### src/rtl/johnson_decoder.sv
// ----------------------------------------------------------------------------
// johnson_decoder
//
// Receive-side companion to a low-power Johnson counter. Each enabled cycle
// the N-bit Johnson state on q_in is decoded to a binary phase index and a
// one-hot phase vector, checked for illegal codes and non-adjacent steps, and
// fed to a lock state machine (UNLOCKED -> ACQUIRE -> LOCKED). Errors are
// counted in a saturating counter. Downstream logic should trust the phase
// only while locked is high.
//
// Ports:
//   clk           in   1      rising-edge clock
//   reset         in   1      asynchronous, active-high reset
//   sample_en     in   1      capture and evaluate q_in this cycle
//   q_in          in   N      Johnson state, bit 0 fed by the inverted MSB
//   clear_err     in   1      synchronous clear of err_count (wins over +1)
//   phase         out  PW     decoded phase index, 0..2N-1
//   phase_onehot  out  2N     one-hot of phase, zero until a legal code seen
//   code_valid    out  1      last sampled code was legal
//   step_err      out  1      one-cycle pulse on illegal code / illegal jump
//   locked        out  1      lock state machine is in LOCKED
//   err_count     out  ERR_W  saturating error count
//
// All outputs are registered; results of a sample taken on edge t are visible
// after edge t. q_in is assumed already synchronous to clk.
// ----------------------------------------------------------------------------
module johnson_decoder #(
    parameter int N        = 4,
    parameter int LOCK_CNT = 3,
    parameter int ERR_W    = 8,
    localparam int PW      = $clog2(2 * N)
) (
    input  logic               clk,
    input  logic               reset,
    input  logic               sample_en,
    input  logic [N-1:0]       q_in,
    input  logic               clear_err,
    output logic [PW-1:0]      phase,
    output logic [2*N-1:0]     phase_onehot,
    output logic               code_valid,
    output logic               step_err,
    output logic               locked,
    output logic [ERR_W-1:0]   err_count
);

    localparam int GW = $clog2(LOCK_CNT + 1);

    localparam logic [1:0] ST_UNLOCKED = 2'd0;
    localparam logic [1:0] ST_ACQUIRE  = 2'd1;
    localparam logic [1:0] ST_LOCKED   = 2'd2;

    // Legal Johnson code for phase k: the first N+1 phases fill ones from
    // bit 0 upward, the remaining phases clear ones from bit 0 upward.
    function automatic logic [N-1:0] f_code(input int k);
        logic [N-1:0] v;
        for (int b = 0; b < N; b++) begin
            v[b] = (k <= N) ? (b < k) : (b >= (k - N));
        end
        return v;
    endfunction

    logic [1:0]         r_state;
    logic [GW-1:0]      r_good_cnt;
    logic [PW-1:0]      r_phase;
    logic [2*N-1:0]     r_onehot;
    logic               r_code_valid;
    logic               r_step_err;
    logic               r_locked;
    logic [ERR_W-1:0]   r_err_count;

    logic               w_legal;
    logic [PW-1:0]      w_new_phase;
    logic [2*N-1:0]     w_new_onehot;
    logic [PW-1:0]      w_next_ref;
    logic               w_adjacent;
    logic               w_hold;
    logic               w_err;
    logic [1:0]         w_state_nxt;
    logic [GW-1:0]      w_good_nxt;

    // Decode q_in against every legal code. r_phase doubles as the reference
    // phase, since it always holds the last legal phase seen.
    always_comb begin
        // NOTE: every signal gets a default before any branch so no latch is inferred.
        w_legal      = 1'b0;
        w_new_phase  = '0;
        w_new_onehot = '0;
        for (int k = 0; k < 2 * N; k++) begin
            if (q_in == f_code(k)) begin
                w_legal     = 1'b1;
                w_new_phase = PW'(k);
            end
        end
        w_new_onehot[w_new_phase] = 1'b1;
    end

    // Wrap explicitly: 2N need not be a power of two.
    assign w_next_ref = (r_phase == PW'(2 * N - 1)) ? '0 : r_phase + 1'b1;
    assign w_adjacent = (w_new_phase == w_next_ref);
    assign w_hold     = (w_new_phase == r_phase);

    // Lock state machine and error detection.
    always_comb begin
        w_state_nxt = r_state;
        w_good_nxt  = r_good_cnt;
        w_err       = 1'b0;
        if (sample_en) begin
            if (!w_legal) begin
                w_err       = 1'b1;
                w_state_nxt = ST_UNLOCKED;
                w_good_nxt  = '0;
            end else begin
                case (r_state)
                    ST_UNLOCKED: begin
                        w_state_nxt = ST_ACQUIRE;
                        w_good_nxt  = '0;
                    end
                    ST_ACQUIRE: begin
                        if (w_adjacent) begin
                            w_good_nxt = r_good_cnt + 1'b1;
                            if (r_good_cnt == GW'(LOCK_CNT - 1)) begin
                                w_state_nxt = ST_LOCKED;
                            end
                        end else if (!w_hold) begin
                            w_err      = 1'b1;
                            w_good_nxt = '0;
                        end
                    end
                    ST_LOCKED: begin
                        if (!w_adjacent && !w_hold) begin
                            w_err       = 1'b1;
                            w_state_nxt = ST_ACQUIRE;
                            w_good_nxt  = '0;
                        end
                    end
                    default: begin
                        w_state_nxt = ST_UNLOCKED;
                        w_good_nxt  = '0;
                    end
                endcase
            end
        end
    end

    always_ff @(posedge clk or posedge reset) begin
        if (reset) begin
            r_state      <= ST_UNLOCKED;
            r_good_cnt   <= '0;
            r_phase      <= '0;
            r_onehot     <= '0;
            r_code_valid <= 1'b0;
            r_step_err   <= 1'b0;
            r_locked     <= 1'b0;
            r_err_count  <= '0;
        end else begin
            // NOTE: non-blocking assignments so every register samples pre-edge values.
            r_state    <= w_state_nxt;
            r_good_cnt <= w_good_nxt;
            r_locked   <= (w_state_nxt == ST_LOCKED);
            r_step_err <= w_err;
            if (sample_en) begin
                r_code_valid <= w_legal;
                if (w_legal) begin
                    r_phase  <= w_new_phase;
                    r_onehot <= w_new_onehot;
                end
            end
            if (clear_err) begin
                r_err_count <= '0;
            end else if (w_err && (r_err_count != {ERR_W{1'b1}})) begin
                r_err_count <= r_err_count + 1'b1;
            end
        end
    end

    assign phase        = r_phase;
    assign phase_onehot = r_onehot;
    assign code_valid   = r_code_valid;
    assign step_err     = r_step_err;
    assign locked       = r_locked;
    assign err_count    = r_err_count;

endmodule

### config.mk
export PLATFORM = sky130hd
export DESIGN_NAME = johnson_decoder
export DESIGN_NICKNAME = d
export VERILOG_FILES = /design/src/rtl/johnson_decoder.sv
export SDC_FILE = /design/constraint.sdc
export NUM_CORES = 1
export LEC_CHECK = 0
export CAP_MARGIN = 10
export CORE_MARGIN = 2
export CORE_UTILIZATION = 48
export CTS_BUF_LIST = sky130_fd_sc_hd__clkbuf_16
export CTS_CLUSTER_DIAMETER = 200
export DETAILED_ROUTE_END_ITERATION = 12
export HOLD_SLACK_MARGIN = 0.08
export PLACE_DENSITY = 0.83
export SLEW_MARGIN = 10
export SYNTH_ARGS = -nofsm -noshare
export SYNTH_HDL_FRONTEND = slang
export SYNTH_SLANG_ARGS = --single-unit
### constraint.sdc
create_clock -name clk -period 2.4 [get_ports clk]
set_input_delay 0.36 -clock clk [delete_from_list [all_inputs] [get_ports clk]]
set_output_delay 0.36 -clock clk [all_outputs]
set_load 0.02 [all_outputs]
==> results of run 1 <==
## what timing repair did
action	in CTS	in global routing
gates cloned	0	0
gates resized for setup	13	10
setup buffers	3	1
endpoints found under the setup margin	13	12
pin swaps	10	2
## layer usage
metal | wire [microns] | share of wire
met5 | 0 | 0
met1 | 2201 | 0.45
met2 | 2497 | 0.51
met3 | 228 | 0.046
met4 | 14 | 0.0028
## path summary, 6_finish.rpt
| path | slack [ns] | start | endpoint | depth (start not counted) |
|---|---|---|---|---|
| setup / recovery | -0.09 | phase[0]$_DFFE_PP0P_ | err_count[5]$_DFFE_PP0P_ | 9 |
| hold / removal | 0.46 | reset | phase_onehot[2]$_DFFE_PP0P_ | 3 |
| setup reg to reg | -0.09 | phase[0]$_DFFE_PP0P_ | err_count[5]$_DFFE_PP0P_ | 9 |
| hold reg to reg | 0.50 | phase_onehot[2]$_DFFE_PP0P_ | phase_onehot[2]$_DFFE_PP0P_ | 1 |
| max in group asynchronous | 1.66 | reset | phase[1]$_DFFE_PP0P_ | 3 |
| min in group clk | 0.50 | phase_onehot[2]$_DFFE_PP0P_ | phase_onehot[2]$_DFFE_PP0P_ | 1 |
## through the flow
step	std cells	total power (W)	setup WS [ns]	TNS (ns)	area, sq um
CTS	320	0.001469	-0.08033	-0.4997	2643
global placement	313	0.001034	-0.4831	-5.498	2484
floorplan	209	0.0008172	-0.02823	-0.05076	1914
finish	321	0.001490	-0.08680	-0.5251	2691
detailed placement	313	0.001054	-0.5556	-6.489	2484
global route	321	0.001575	-0.1809	-1.411	2691
## cell families (layout without fill, tap and decap cells)
| group | count (synthesis) | after routing | share of synthesized area |
|---|---|---|---|
| AOI/OAI and AO/OA | 63 | 63 | 0.2343 |
| xor gates and xnor gates | 5 | 5 | 0.02357 |
| adders and majority gates | 8 | 8 | 0.05387 |
| buffers and inverters | 22 | 86 | 0.06195 |
| DFF | 26 | 26 | 0.3502 |
| muxes | 7 | 7 | 0.04175 |
| and+or+nand+nor | 78 | 78 | 0.2344 |
## sequential cells by signal, summed over array words and instances, names as in the netlist
signal,flops
code_valid,1
phase,3
phase_onehot,8
step_err,1
err_count,8
r_good_cnt,2
r_state,2
locked,1
## power groups by stage
stage               logic, W  registers (W)  clock network, W
finish              0.000614       0.000511          0.000365
global route        0.000663       0.000516          0.000396
CTS                 0.000587       0.000510          0.000372
detailed placement  0.000538       0.000516                 0
global placement    0.000520       0.000514                 0
floorplan           0.000261       0.000557                 0
## tightest hold or removal path, delay by kind of cell
kind	cells	cell delay, ns
buffers and inverters	3	0.77
## layout make-up
cell class | count | area, sq um
repair buffers | 73 | 630.6
fillers | 286 | 997.2
clock inverters | 1 | 3.754
flip-flops and latches | 26 | 653.1
multi-input cells | 161 | 1235
well taps | 48 | 60.06
clock buffers | 3 | 75.07
inverters | 9 | 33.78
## synthesized netlist by cell type (3+ instances only)
cell type	instances
xnor2_1	3
nand2_1	18
o211ai_1	3
a21oi_1	9
clkbuf_1	5
or3_1	3
a31oi_1	7
nand2b_1	3
inv_1	9
o21ai_0	17
nor3_1	4
dfrtp_1	26
nand3_1	8
and3_1	5
nor2_1	12
mux2_2	4
buf_6	3
ha_1	8
nor2b_1	7
==> run summary, run 1 <==
synth-to-layout area growth - 44.85%
root buffer cell - clkbuf_16
violated checks - setup timing
grt met3 use - 0.02726
Inserted Clock Buffers - 3
CP delay by family, top - compound AO/OA/AOI/OAI gates
Pint - 0.001005 W
Post-DP HPWL - 3.515 mm
hold-fix buffers at CTS - 0
synth unique cells - 61
Hold Slack - 0.4650 ns
Final Cycle Share - 1.036
Post-Syn Instances - 209
drt pass-1 iters - 4
Leakage - 1.188 nW
Seq pwr share - 0.343
CTS tree - yes
Clk network pwr share - 0.245
ys flop type - dfrtp_1
ant diodes - 0
setup ws final - -0.08680 ns
Post-Syn Area per Cell - 8.890 sq um
initial antenna violation count - 0
first-pass GRT wire length - 8.369 mm
Synthesized Nets - 225
clock sinks - 26
critical path required time - 2.54 ns
RSZ-0062 raised after global routing - yes
Final Net Count - 290
commonest non-fill, non-tap cell in the layout - buf_4
number of max-cap violations - 0
worst-margin pin slew - 0.4299 ns
yosys warns - 0
commonest non-fill, non-tap cells in the layout - buf_4, clkdlybuf4s50_1, dfrtp_1
core area - 3689 sq um
Finish-stage setup viols - 9
total global routing overflow - 0
top cells by area, synth - dfrtp_1, ha_1, o21ai_0
CP Capture Type - flop
vias - 1840
pin count of the biggest net entering global routing - 27
most used cell, CP - buf_4
fmax - 402.1 MHz
gpl congestion - 0.8741
# DRC - 0
GR Layer Usage met2 - 0.4250
Synth area leader - dfrtp_1
Die W - 66.22 microns
worst-path fanout max - 7
Vias/cell - 5.732
die area - 4384 sq um
total track usage - 0.2449
status - complete, but fails checks
Sw Ratio - 0.3257
slowest cell on the critical path - dfrtp_2
clk slew on worst S/H paths - 0.06 ns
Peak supply drop - 0.4422 mV
Final min period - 2.487 ns
Final Hold Fails - 0
grt met1 use - 0.3319
Final Slew Violations - 0
switching power - 0.0004852 W
gr busiest metal - met2
H-Tree Depth - 1
crit path kind - reg -> reg
flops & latches, synth - 26
Iter 0 DRT Violations - 112
Final Util - 0.7296
final wirelength - 4.942 mm
sequential fraction of the synthesis area - 0.3502
power density over the cells - 553.5 nW/um^2
EDFF count, synth - 0
Buf/Inv on CP - 2
Clock Path Buffers - 2
hold crit path type - in -> async
Comb power frac - 0.412
crit-path max cell delay - 0.43 ns
post-synth top area share - 0.3502
Die Y - 66.22 microns
cells along the critical path - ha_4 > buf_4 > a2111o_1 > a31oi_1 > a311oi_4 > a21boi_4 > buf_4 > nor3_2 > mux2_1
async set-reset flop share out of synthesis - 1.000
clock skew - 0.001815 ns
CP arrival - 2.63 ns
Detail Route Antenna Nets - 0
vias in the first global route - 1805
Site Rows - 22
post-synthesis cell area - 1858 sq um
mean routed wirelength per cell - 15.40 microns
I/O Buffers - 29
io pins - 30
Slew HR - 0.7125
fraction of layout cells with a size suffix above 1 - 0.2784
Skew-Pair Late Insertion Delay - 0.26 ns
startpoint types - flop
starting density of the core - 0.5037
No activity file was read; power rests on OpenSTA's default activity.
==> run 2, diff against run 1 <==
--- a/config.mk
+++ b/config.mk
@@ -5,12 +5,12 @@
 export SDC_FILE = /design/constraint.sdc
 export NUM_CORES = 1
 export LEC_CHECK = 0
-export CAP_MARGIN = 10
 export CORE_MARGIN = 2
 export CORE_UTILIZATION = 48
 export CTS_BUF_LIST = sky130_fd_sc_hd__clkbuf_16
 export CTS_CLUSTER_DIAMETER = 200
 export DETAILED_ROUTE_END_ITERATION = 12
+export GPL_TIMING_DRIVEN = 0
 export HOLD_SLACK_MARGIN = 0.08
 export PLACE_DENSITY = 0.83
 export SLEW_MARGIN = 10
==> run summary, run 2 (synthesis results as in run 1) <==
status - complete, but fails checks (unchanged)
violated checks - setup timing (unchanged)
crit path kind - reg -> reg (unchanged)
Inserted Clock Buffers - 3 (unchanged)
Detail Route Antenna Nets - 0 (unchanged)
Final Hold Fails - 0 (unchanged)
Leakage - 1.051 nW (was 1.188 nW)
total track usage - 0.2161 (was 0.2449)
cells along the critical path - ha_4 > and3b_1 > o211ai_2 > a31oi_2 > a311oi_2 > a21boi_2 > buf_4 > nor3b_2 > mux2_4 (was ha_4 > buf_4 > a2111o_1 > a31oi_1 > a311oi_4 > a21boi_4 > buf_4 > nor3_2 > mux2_1)
vias in the first global route - 1568 (was 1805)
io pins - 30 (unchanged)
critical path required time - 2.55 ns (was 2.54 ns)
fraction of layout cells with a size suffix above 1 - 0.2088 (was 0.2784)
clk slew on worst S/H paths - 0.06 ns (about the same)
CP startpoint - phase[0]$_DFFE_PP0P_ (unchanged)
RSZ-0062 raised after global routing - yes (unchanged)
Final min period - 2.508 ns (was 2.487 ns)
clock skew - 0.002619 ns (was 0.001815 ns)
Reg2Reg Depth - 9 (unchanged)
Die W - 66.22 microns (unchanged)
# DRC - 0 (unchanged)
commonest non-fill, non-tap cells in the layout - clkdlybuf4s50_1, dfrtp_1, nand2_1 (was buf_4, clkdlybuf4s50_1, dfrtp_1)
CTS tree - yes (unchanged)
Site Rows - 22 (unchanged)
gpl congestion - 0.8816 (was 0.8741)
R2R Path End - err_count[2]$_DFFE_PP0P_ (was err_count[5]$_DFFE_PP0P_)
hold-fix buffers at CTS - 0 (unchanged)
CP arrival - 2.66 ns (was 2.63 ns)
total power - 0.001399 W (was 0.001490 W)
RR Startpoint - phase[0]$_DFFE_PP0P_ (unchanged)
root buffer cell - clkbuf_16 (unchanged)
pin count of the biggest net entering global routing - 27 (unchanged)
CP Capture Type - flop (unchanged)
die area - 4384 sq um (unchanged)
Peak supply drop - 0.5122 mV (was 0.4422 mV)
Iter 0 DRT Violations - 91 (was 112)
Post-DP HPWL - 3.037 mm (was 3.515 mm)
clock sinks - 26 (unchanged)
Skew-Pair Late Insertion Delay - 0.26 ns (about the same)
Final Cycle Share - 1.045 (was 1.036)
R2R Setup Slk - -0.11 ns (was -0.09 ns)
worst-path fanout max - 5 (was 7)
synth-to-layout area growth - 34.55% (was 44.85%)
worst-margin pin slew - 0.9929 ns (was 0.4299 ns)
I/O Buffers - 27 (was 29)
crit-path max cell delay - 0.43 ns (about the same)
total global routing overflow - 0 (unchanged)
Final Util - 0.6777 (was 0.7296)
core area - 3689 sq um (unchanged)
vias - 1752 (was 1840)
ant diodes - 0 (unchanged)
Final Slew Violations - 0 (unchanged)
startpoint types - flop (unchanged)
hold crit path type - in -> reg (was in -> async)
drt pass-1 iters - 4 (unchanged)
fmax - 398.8 MHz (was 402.1 MHz)
final wirelength - 4.445 mm (was 4.942 mm)
Finish-stage setup viols - 8 (was 9)
initial antenna violation count - 0 (unchanged)
setup ws final - -0.1076 ns (was -0.08680 ns)
starting density of the core - 0.5037 (unchanged)
H-Tree Depth - 1 (unchanged)
CP endpoint - err_count[2]$_DFFE_PP0P_ (was err_count[5]$_DFFE_PP0P_)
commonest non-fill, non-tap cell in the layout - clkdlybuf4s50_1 (was buf_4)
power density over the cells - 559.7 nW/um^2 (was 553.5 nW/um^2)
slowest cell on the critical path - dfrtp_2 (unchanged)
Final Net Count - 266 (was 290)
Clock Path Buffers - 2 (unchanged)
Slew HR - 0.3373 (was 0.7125)
number of max-cap violations - 0 (unchanged)
Vias/cell - 5.899 (was 5.732)
Die Y - 66.22 microns (unchanged)
mean routed wirelength per cell - 14.97 microns (was 15.40 microns)
Hold Slack - 0.4534 ns (was 0.4650 ns)
first-pass GRT wire length - 7.348 mm (was 8.369 mm)
run 2: report_power, final:
group | internal [W] | switching, W
logic | 0.000241 | 0.000273
clock network | 0.000223 | 0.000151
registers | 0.000474 | 0.0000370
total | 0.000938 | 0.000461
run 2: timing repair:
item | CTS | global route
endpoints found under the setup margin | 12 | 12
setup buffers | 6 | 3
pin swaps | 7 | 10
resized for setup | 10 | 14
run 2: layer usage:
layer	routed length [microns]	part of all wire	up-vias	GRT usage
li1	-	-	847	-
met1	2011	0.45	831	0.3049
met2	2071	0.47	65	0.3438
met3	279	0.063	9	0.02555
met4	82	0.018	0	0.07143
met5	0	0	-	0
run 2: stage by stage:
| step | worst slack [ns] | std cells | setup TNS, ns | area, sq um |
|---|---|---|---|---|
| global placement | -0.5209 | 284 | -5.009 | 2245 |
| CTS | -0.08586 | 294 | -0.3507 | 2410 |
| detailed placement | -0.5544 | 284 | -5.496 | 2245 |
| floorplan | -0.02823 | 209 | -0.05076 | 1914 |
| global route | -0.2216 | 297 | -1.763 | 2500 |
| finish | -0.1076 | 297 | -0.6694 | 2500 |
run 2: final cells by class:
class	count	area (sq um)
multi-input combinational	161	1250
fill	306	1189
sequential	26	653.1
timing repair buffer	36	340.3
buffer	13	83.83
clock buffer	3	75.07
tap	48	60.06
inverter	9	33.78
clock inverter	1	3.754
run 2: critical path: cells and delay by family, from the launching register on:
family                     cells  cell delay, ns
AOI/OAI and AO/OA              4            0.84
adders and majority gates      1            0.29
buffers and inverters          1            0.15
DFF                            1            0.43
muxes                          1            0.32
and+or+nand+nor                2            0.35
run 2: worst min-delay path by stage:
stage                                     start                          end  slack (ns)  depth (start not counted)
CTS                                     q_in[0]  phase_onehot[4]$_DFFE_PP0P_        0.45                          3
global route                            q_in[0]  phase_onehot[4]$_DFFE_PP0P_        0.46                          3
global placement    phase_onehot[2]$_DFFE_PP0P_  phase_onehot[2]$_DFFE_PP0P_        0.49                          1
floorplan                                 reset       code_valid$_DFFE_PP0P_        0.40                          1
finish                                  q_in[0]  phase_onehot[4]$_DFFE_PP0P_        0.45                          3
detailed placement     err_count[6]$_DFFE_PP0P_     err_count[6]$_DFFE_PP0P_        0.49                          1
==> run 3, diff against run 2 <==
--- a/config.mk
+++ b/config.mk
@@ -12,6 +12,7 @@
 export DETAILED_ROUTE_END_ITERATION = 12
 export GPL_TIMING_DRIVEN = 0
 export HOLD_SLACK_MARGIN = 0.08
+export MAX_ROUTING_LAYER = met4
 export PLACE_DENSITY = 0.83
 export SLEW_MARGIN = 10
 export SYNTH_ARGS = -nofsm -noshare
==> run summary, run 3 (synthesis results as in run 1) <==
status - complete, but fails checks (unchanged)
violated checks - setup timing (unchanged)
Final min period - 2.511 ns (was 2.508 ns)
total track usage - 0.2219 (was 0.2161)
I/O Buffers - 27 (unchanged)
CTS tree - yes (unchanged)
Final TNS setup - -0.7175 ns (was -0.6694 ns)
Final Slew Violations - 0 (unchanged)
die area - 4384 sq um (unchanged)
fillers - 306 (unchanged)
setup ws final - -0.1108 ns (was -0.1076 ns)
Clock Path Buffers - 2 (unchanged)
top layer in use - met4 (unchanged)
number of max-cap violations - 0 (unchanged)
metal2 WL - 2.097 mm (was 2.071 mm)
final wirelength - 4.463 mm (was 4.445 mm)
drt pass-1 iters - 4 (unchanged)
clk slew on worst S/H paths - 0.06 ns (about the same)
gpl congestion - 0.8963 (was 0.8816)
clock skew - 0.004012 ns (was 0.002619 ns)
commonest non-fill, non-tap cells in the layout - clkdlybuf4s50_1, dfrtp_1, nand2_1 (unchanged)
core area - 3689 sq um (unchanged)
Post-DP HPWL - 3.037 mm (unchanged)
Hold Slack - 0.4489 ns (was 0.4534 ns)
vias in the first global route - 1565 (was 1568)
CP arrival - 2.66 ns (about the same)
io pins - 30 (unchanged)
pin count of the biggest net entering global routing - 27 (unchanged)
first-pass GRT wire length - 7.355 mm (was 7.348 mm)
ant diodes - 0 (unchanged)
starting density of the core - 0.5037 (unchanged)
total global routing overflow - 0 (unchanged)
Inserted Clock Buffers - 3 (unchanged)
Die W - 66.22 microns (unchanged)
crit path kind - reg -> reg (unchanged)
startpoint types - flop (unchanged)
hold crit path type - in -> reg (unchanged)
Leakage - 1.051 nW (unchanged)
worst-margin pin slew - 0.9943 ns (was 0.9929 ns)
synth-to-layout area growth - 34.55% (unchanged)
root buffer cell - clkbuf_16 (unchanged)
fmax - 398.3 MHz (was 398.8 MHz)
Final Net Count - 266 (unchanged)
Die Y - 66.22 microns (unchanged)
Vias/cell - 5.855 (was 5.899)
Finish-stage setup viols - 8 (unchanged)
Skew-Pair Late Insertion Delay - 0.27 ns (was 0.26 ns)
commonest non-fill, non-tap cell in the layout - clkdlybuf4s50_1 (unchanged)
initial antenna violation count - 0 (unchanged)
Detail Route Antenna Nets - 0 (unchanged)
Slew HR - 0.3364 (was 0.3373)
fraction of layout cells with a size suffix above 1 - 0.2088 (unchanged)
routed length on met1 - 2.087 mm (was 2.011 mm)
Final Util - 0.6777 (unchanged)
met3 routed WL - 219 microns (was 279 microns)
Site Rows - 22 (unchanged)
RSZ-0062 raised after global routing - yes (unchanged)
Iter 0 DRT Violations - 105 (was 91)
power density over the cells - 560.8 nW/um^2 (was 559.7 nW/um^2)
Peak supply drop - 0.5173 mV (was 0.5122 mV)
Place WS - -0.5544 ns (unchanged)
Final Hold Fails - 0 (unchanged)
H-Tree Depth - 1 (unchanged)
critical path required time - 2.55 ns (about the same)
vias - 1739 (was 1752)
mean routed wirelength per cell - 15.03 microns (was 14.97 microns)
# DRC - 0 (unchanged)
CP Capture Type - flop (unchanged)
clock sinks - 26 (unchanged)
worst-path fanout max - 5 (unchanged)
Final Cycle Share - 1.046 (was 1.045)
[run 3: layer usage]
layer	vias to the layer above	GRT usage
met1	840	0.3049
met5	-	-
met3	5	0.02555
li1	847	-
met4	0	0.07143
met2	47	0.3438
[run 3: area by class of cell]
class	instances	area, sq um	share of cell area
Multi-Input combinational cell	161	1250	0.5000
Clock inverter	1	3.754	0.001502
Buffer	13	83.83	0.03353
Tap cell	48	60.06	0.02402
Clock buffer	3	75.07	0.03003
Sequential cell	26	653.1	0.2613
Inverter	9	33.78	0.01351
Timing Repair Buffer	36	340.3	0.1361
[run 3: final timing paths]
kind | start | to | slack (ns) | cells past startpoint
max reg2reg | phase[0]$_DFFE_PP0P_ | err_count[2]$_DFFE_PP0P_ | -0.11 | 9
min | q_in[0] | phase_onehot[4]$_DFFE_PP0P_ | 0.45 | 3
max in group asynchronous | reset | phase[0]$_DFFE_PP0P_ | 1.09 | 2
min in group asynchronous | reset | phase_onehot[4]$_DFFE_PP0P_ | 0.64 | 2
min reg2reg | err_count[6]$_DFFE_PP0P_ | err_count[6]$_DFFE_PP0P_ | 0.51 | 1
max | phase[0]$_DFFE_PP0P_ | err_count[2]$_DFFE_PP0P_ | -0.11 | 9
[run 3: what timing repair did]
action / in CTS / in global routing
endpoints found under the hold margin: 0 / 0
endpoints found under the setup margin: 12 / 12
pin swaps: 7 / 10
hold buffers: 0 / 0
setup buffers: 6 / 3
resized for setup: 10 / 14
[run 3: worst max-delay path, cell delays in order (launching register included)]
cell	delay (ns)
dfrtp_2	0.43
ha_4	0.29
and3b_1	0.18
o211ai_2	0.25
a31oi_2	0.13
a311oi_2	0.32
a21boi_2	0.14
buf_4	0.16
nor3b_2	0.17
mux2_4	0.32
[run 3: through the flow]
stage | std cells | power (W) | area [sq um]
3_5_place_dp | 284 | 0.0009527 | 2245
2_1_floorplan | 209 | 0.0008172 | 1914
6_report | 297 | 0.001402 | 2500
5_1_grt | 297 | 0.001482 | 2500
3_3_place_gp | 284 | 0.0009419 | 2245
4_1_cts | 294 | 0.001378 | 2410
[run 3: report_power, final]
part	internal [W]	total [W]	switching (W)
sequential	0.000474	0.000511	0.0000371
clock	0.000223	0.000377	0.000153
combinational	0.000241	0.000514	0.000273
